**src/rtl/fpmul_exp_fifo.sv**
```systemverilog
// fpmul_exp_fifo: synchronous FIFO holding expected products; caller gates push/pop
module fpmul_exp_fifo #(
    parameter int DATA_W = 32,
    parameter int DEPTH  = 8
) (
    input  logic                     clk,
    input  logic                     rst,
    input  logic                     i_push,
    input  logic                     i_pop,
    input  logic [DATA_W-1:0]        i_din,
    output logic [DATA_W-1:0]        o_dout,
    output logic                     o_full,
    output logic                     o_empty,
    output logic [$clog2(DEPTH):0]   o_count
);
    localparam int AW = $clog2(DEPTH);

    logic [DATA_W-1:0] r_mem [DEPTH];
    logic [AW:0]       r_wptr;
    logic [AW:0]       r_rptr;

    // read/write pointers carry one extra wrap bit to separate full from empty
    always_ff @(posedge clk) begin
        if (rst) begin
            r_wptr <= '0;
            r_rptr <= '0;
        end else begin
            if (i_push) r_wptr <= r_wptr + 1'b1;
            if (i_pop) r_rptr <= r_rptr + 1'b1;
        end
    end

    // storage needs no reset: pointers define what is valid
    always_ff @(posedge clk) begin
        if (i_push) r_mem[r_wptr[AW-1:0]] <= i_din;
    end

    assign o_count = r_wptr - r_rptr;
    assign o_full  = o_count == (AW+1)'(DEPTH);
    assign o_empty = r_wptr == r_rptr;
    assign o_dout  = r_mem[r_rptr[AW-1:0]];
endmodule

```
**config.mk**
```make
export PLATFORM = sky130hd
export DESIGN_NAME = fpmul_exp_fifo
export DESIGN_NICKNAME = d
export VERILOG_FILES = /design/src/rtl/fpmul_exp_fifo.sv
export SDC_FILE = /design/constraint.sdc
export NUM_CORES = 1
export LEC_CHECK = 0
export BUFFER_PORTS_ARGS = -buffer_cell sky130_fd_sc_hd__buf_2
export CAP_MARGIN = 20
export CORE_UTILIZATION = 45
export DETAILED_ROUTE_END_ITERATION = 8
export HOLD_SLACK_MARGIN = 0.12
export PLACE_DENSITY = 0.6
export SLEW_MARGIN = 20
export SYNTH_ARGS = -nofsm -noshare
export SYNTH_HDL_FRONTEND = slang
export SYNTH_SLANG_ARGS = --single-unit
```
**constraint.sdc**
```tcl
create_clock -name clk -period 4.4 [get_ports clk]
set_input_delay 1.1 -clock clk [delete_from_list [all_inputs] [get_ports clk]]
set_output_delay 1.1 -clock clk [all_outputs]
set_load 0.02 [all_outputs]
```
==> results of run 1 <==
==> final cells by class <==
cell class	instances	area (µm²)	area share [%]
sequential	267	7910	66.0
multi-input combinational	147	2330	19.4
clock buffer	29	683	5.70
timing repair buffer	89	498	4.15
tap	285	357	2.97
clock inverter	21	189	1.58
inverter	6	22.5	0.188
==> power groups by stage <==
stage,registers (mW),clock network (mW),logic [mW]
finish,2.88,2.22,0.462
global route,2.89,2.35,0.501
CTS,2.88,2.26,0.472
detailed placement,2.94,0,0.470
global placement,2.93,0,0.460
floorplan,2.91,0,0.337
==> layout by cell type, fill, tap and decap left out <==
| cell type | n |
|---|---|
| edfxtp_1 | 256 |
| buf_2 | 73 |
| mux4_1 | 40 |
| mux2_2 | 32 |
| clkbuf_16 | 27 |
| mux4_2 | 24 |
| buf_4 | 15 |
| nor2_1 | 9 |
| clkinv_1 | 8 |
| dfxtp_1 | 8 |
| nand2_1 | 7 |
| inv_1 | 6 |
| nor2_4 | 6 |
| ha_1 | 5 |
| a21oi_1 | 4 |
| clkinv_2 | 4 |
| xor2_1 | 3 |
| xnor2_1 | 3 |
| bufinv_16 | 3 |
| clkinvlp_4 | 3 |
| nand2b_1 | 2 |
| nor3_2 | 2 |
| mux2i_1 | 2 |
| dfxtp_2 | 2 |
| clkinv_4 | 2 |
| clkbuf_1 | 2 |
| nand3b_1 | 1 |
| and3_1 | 1 |
| nand3_1 | 1 |
| nor4_1 | 1 |
| o21ai_0 | 1 |
| or3_1 | 1 |
| nand4_1 | 1 |
| fa_1 | 1 |
| dfxtp_4 | 1 |
| inv_6 | 1 |
| buf_12 | 1 |
==> sequential cells by signal (all words and copies together) (netlist names), named ones only <==
name	cells
r_mem	256
r_rptr	4
r_wptr	4
==> path summary, 6_finish.rpt <==
path,cells after the start,slack (ps),endpoint
min reg2reg,2,520,r_wptr[3]
min,2,520,r_wptr[3]
max reg2reg,3,2380,r_mem[2][27]
max,4,650,o_dout[10]
==> critical path: stages (launching register included) <==
cell and delay, ps:
dfxtp_4 690, buf_12 340, mux4_1 600, mux2_2 300
buf_2 170
==> metrics by stage <==
stage | area (µm²) | power, mW | cells | utilization, %
after floorplan | 10300 | 3.24 | 439 | -
after global placement | 11100 | 3.39 | 794 | 49.3
after detailed placement | 11100 | 3.41 | 794 | 49.3
after CTS | 12000 | 5.62 | 844 | 53.1
after global routing | 12000 | 5.74 | 844 | 53.1
final | 12000 | 5.56 | 844 | 53.1
==> logic make-up after synthesis <==
group,after synthesis
and+or+nand+nor,32
DFF,267
AOI/OAI and AO/OA,5
buffers and inverters,25
adders and majority gates,6
muxes,98
xor gates and xnor gates,6
==> layer usage <==
layer | part of all wire (%) | track usage (%) | wire length (µm)
met1 | 44 | 22.3 | 8470
met2 | 50 | 28.8 | 9590
met3 | 3.6 | 2.85 | 684
met4 | 1.5 | 4.10 | 291
met5 | 0.068 | 0 | 13
==> results.sh, run 1 <==
export IMPL_intPower_mw=4.35
export IMPL_ys_seq_area_share_pct=76.5
export IMPL_antenna_left=0
export IMPL_syn_inst=439
export IMPL_synth_compound_area_share_pct=0.242
export IMPL_setup_tns_ps=0
export IMPL_cp_data_arrival_time_ps=2650
export IMPL_viasPerCell=5.50
export IMPL_synth_edff_count=256
export IMPL_fillers=1732
export IMPL_leakagePower_nw=3.99
export IMPL_synthAdderAreaFrac_pct=0.799
export IMPL_min_from="r_wptr[3]"
export IMPL_cts_tree="done"
export IMPL_cp_start_kind="flop"
export IMPL_p_seq_share_pct=51.8
export IMPL_worst_setup_path_end_kind="output pin"
export IMPL_setup_viol=0
export IMPL_max_slew_worst_pin_slew_ps=785
export IMPL_synthMuxAreaShare_pct=19.1
export IMPL_cp_max_fo=36
export IMPL_rr_startpoint="r_wptr[1]"
export IMPL_p_sw_share_pct=21.7
export IMPL_synth_area_top_cells="edfxtp_1 (74%), mux4_1 (10%), mux4_2 (5.2%), mux2_2 (3.5%), dfxtp_1 (2.1%)"
export IMPL_dp_slack_ps=1130
export IMPL_firstDrtPassIters=6
export IMPL_outcome="finished, final reports clean"
export IMPL_drtIter0Drc=252
export IMPL_post_cts_buffers=0
export IMPL_combinationalPowerShare_pct=8.3
export IMPL_hp_class="flop to flop"
export IMPL_grt_max_degree=37
export IMPL_synth_top_family_by_area="multiplexers"
export IMPL_grt_overflow=0
export IMPL_dp_hpwl_um=10700
export IMPL_n_antenna_cell=0
export IMPL_core_region_area_um2=22600
export IMPL_drt_wirelength_per_cell_um=22.6
export IMPL_fp_row_count=55
export IMPL_drc=0
export IMPL_irDropWorstVdd_mv=0.331
export IMPL_antenna_found_initial=1
export IMPL_grt_use_total_pct=16.7
export IMPL_skew_ps=5.66
export IMPL_fin_crit_sh_pct=85.2
export IMPL_max_freq_mhz=267
export IMPL_port_buffers=73
export IMPL_syn_area_per_cell_um2=23.5
export IMPL_grt_pass1_vias=5073
export IMPL_maxCapViolations=0
export IMPL_max_clock_path_buffers=3
export IMPL_clkSlewWorstSetupHoldPaths_ps=60
export IMPL_clkPwrFrac_pct=39.9
export IMPL_initial_core_util_pct=45.8
export IMPL_synth_top_area_share_pct=74.4
export IMPL_synth_xor_area_share_pct=0.508
export IMPL_finalHoldViolCount=0
export IMPL_grt_pass1_wl_um=29300
export IMPL_htreeDepth=1
export IMPL_synth_simple_area_share_pct=1.38
export IMPL_p_sw_mw=1.21
export IMPL_synth_cell_types=27
export IMPL_synth_commonest_cells="edfxtp_1 (256), mux4_1 (40), mux2_2 (32), mux4_2 (24), nor2_1 (15)"
export IMPL_p_per_area_nw_per_um2=464
export IMPL_relSlewSlack_pct=47.7
export IMPL_yosys_most_used_dff="edfxtp_1"
export IMPL_crit_type="flop to output pin"
export IMPL_cts_resized=0
export IMPL_cts_sinks=267
export IMPL_synth_nets=481
export IMPL_synthArstFlopShare_pct=0
export IMPL_clock_root_buffer="clkbuf_16"
export IMPL_die_x_um=154
export IMPL_timing_final_crit_period_ps=3750
export IMPL_drv_slew=0
export IMPL_rsz0062_at_grt="false"
export IMPL_synth_area_um2=10300
export IMPL_ys_ff_latch=267
export IMPL_io_pins=74
export IMPL_holdWs_ps=519
export IMPL_vias=4638
export IMPL_yosysWarnings=0
export IMPL_fin_nets=580
export IMPL_drive_gt1_share_pct=35.1
export IMPL_die_h_um=154
export IMPL_clkLatencyLatePin_ps=520
export IMPL_yosysMostFrequentCell="edfxtp_1"
export IMPL_wl_um=19000
export IMPL_timing_final_ws_setup_ps=652
export IMPL_area_growth_pct=16.0
export IMPL_cts_buffers=27
export IMPL_synth_top_cell_by_area="edfxtp_1"
export IMPL_place_gp_congestion=0.681
export IMPL_cp_required_ps=3300
export IMPL_cts_hold_buf=0
export IMPL_dieArea_um2=23600
Power figures use the tool's default switching activity.
==> inputs of run 2 (changes only) <==
CORE_UTILIZATION = 54   (was 45)
PLACE_DENSITY = 0.71   (was 0.6)
==> run 2 against run 1 <==
Non-clock buffer count is 3 lower. Critical path depth did not move. Critical endpoint is now o_dout[25]. Critical path type unchanged. Global-route usage increased by 2.5 points. First-iteration DRC count rose by 12%. Flip-flop and latch count did not move. Largest cell class unchanged. Clock-buffer cell count increased by 11. Routed wire length shrank 5.9%. Register-to-register slack got worse by 100 ps.
==> results.sh, run 2 (synthesis results as in run 1) <==
export IMPL_outcome="finished, final reports clean"
export IMPL_cts_resized=0
export IMPL_setup_tns_ps=0
export IMPL_finalHoldViolCount=0
export IMPL_viasPerCell=5.81
export IMPL_die_h_um=140
export IMPL_drive_gt1_share_pct=34.7
export IMPL_grt_pass1_vias=4853
export IMPL_htreeDepth=1
export IMPL_drv_slew=0
export IMPL_multiInputGateArea_um2=2330
export IMPL_cts_hold_buf=0
export IMPL_r2r_setup_slack_ps=2280
export IMPL_fin_crit_sh_pct=87.3
export IMPL_antenna_found_initial=1
export IMPL_drtIter0Drc=281
export IMPL_initial_core_util_pct=55.3
export IMPL_maxCapViolations=0
export IMPL_worst_setup_path_end_kind="output pin"
export IMPL_cp_data_arrival_time_ps=2740
export IMPL_min_from="r_wptr[3]"
export IMPL_max_freq_mhz=260
export IMPL_antenna_left=0
export IMPL_area_growth_pct=15.3
export IMPL_cp_required_ps=3300
export IMPL_crit_type="flop to output pin"
export IMPL_io_pins=74
export IMPL_max_stage_delay_ps=670
export IMPL_cts_buffers=26
export IMPL_worst_path_max_delay_cell="dfxtp_4"
export IMPL_max_slew_worst_pin_slew_ps=1010
export IMPL_irDropWorstVdd_mv=0.244
export IMPL_rr_worst_depth=3
export IMPL_worstPathCellList="buf_4, mux4_1, mux2_2, buf_2"
export IMPL_p_per_area_nw_per_um2=467
export IMPL_final_util_pct=63.7
export IMPL_firstDrtPassIters=4
export IMPL_crit_cells=4
export IMPL_setup_viol=0
export IMPL_final_cell_mix="edfxtp_1 (256), buf_2 (73), mux4_1 (40), mux2_2 (32), clkbuf_16 (27)"
export IMPL_largest_register_ffs=256
export IMPL_grt_overflow=0
export IMPL_dieArea_um2=19700
export IMPL_rsz0062_at_grt="false"
export IMPL_rr_startpoint="r_wptr[1]"
export IMPL_hp_class="flop to flop"
export IMPL_regArea_um2=7910
export IMPL_critPathTopFamily="multiplexers"
export IMPL_drt_wirelength_per_cell_um=22.7
export IMPL_final_common_cell="edfxtp_1"
export IMPL_fp_row_count=50
export IMPL_max_clock_path_buffers=3
export IMPL_timing_final_crit_period_ps=3840
export IMPL_cp_max_fo=28
export IMPL_cts_tree="done"
export IMPL_grt_use_total_pct=19.2
export IMPL_holdWs_ps=523
export IMPL_critPathBufInv=2
export IMPL_cp_start_kind="flop"
export IMPL_cts_sinks=267
export IMPL_place_gp_congestion=0.704
export IMPL_vias=4585
export IMPL_leakagePower_nw=3.99
export IMPL_drc=0
export IMPL_clock_root_buffer="clkbuf_16"
export IMPL_skew_ps=5.77
export IMPL_core_region_area_um2=18700
export IMPL_relSlewSlack_pct=32.5
export IMPL_die_x_um=140
export IMPL_clkLatencyLatePin_ps=510
export IMPL_port_buffers=73
export IMPL_reg2reg_to="r_mem[2][17]"
export IMPL_fillers=1224
export IMPL_wl_um=17900
export IMPL_dp_hpwl_um=9970
export IMPL_grt_max_degree=35
export IMPL_fin_nets=576
export IMPL_hold_path_end="r_wptr[3]"
export IMPL_whs_path_depth=2
export IMPL_post_cts_buffers=0
export IMPL_clkSlewWorstSetupHoldPaths_ps=60
export IMPL_grt_pass1_wl_um=27700
[run 2: cell count changes in the layout (fill, tap and decap cells not counted)]
cell | previous run | this run
diode_2 | 0 | 1
clkinv_1 | 8 | 0
clkinvlp_4 | 3 | 0
clkbuf_1 | 2 | 9
clkbuf_8 | 0 | 4
clkinv_4 | 2 | 0
buf_4 | 15 | 12
[run 2: tightest hold or removal path, stage by stage, from the launching register on]
cell and delay, ps:
dfxtp_1 330, o21ai_0 80, a21oi_1 60
[run 2: cell type report]
type	count	area share [%]
flip-flops and latches	267	66.4
multi-input cells	147	19.5
clock buffers	40	6.41
repair buffers	86	3.99
well taps	234	2.46
clock inverters	8	0.997
inverters	6	0.189
diodes	1	0.0210
[run 2: worst max path at each step]
stage	slack, ps	to
final	560	o_dout[25]
after global routing	380	o_dout[25]
after CTS	480	o_dout[25]
after detailed placement	1050	o_dout[28]
after global placement	1090	o_dout[28]
after floorplan	520	r_mem[1][0]
[run 2: through the flow]
| stage | setup slack, ps | std cells | area (µm²) | power (mW) |
|---|---|---|---|---|
| 5_1_grt | 384 | 788 | 11900 | 5.76 |
| 3_3_place_gp | 1090 | 740 | 11000 | 3.38 |
| 3_5_place_dp | 1050 | 740 | 11000 | 3.40 |
| 6_report | 557 | 789 | 11900 | 5.57 |
| 4_1_cts | 476 | 788 | 11900 | 5.62 |
| 2_1_floorplan | 519 | 439 | 10300 | 3.24 |
[run 2: per-layer routing]
| layer | global-route usage, % | up-vias | part of all wire (%) |
|---|---|---|---|
| met2 | 32.6 | 105 | 51 |
| met3 | 3.52 | 25 | 4.4 |
| met5 | 0 | - | 0 |
| met4 | 5.32 | 0 | 1.7 |
| li1 | - | 2054 | - |
| met1 | 25.8 | 2401 | 43 |
[run 2: where the power goes]
group          switching, mW  internal (mW)
registers             0.0411           2.84
clock network          0.862           1.37
logic                  0.244          0.213
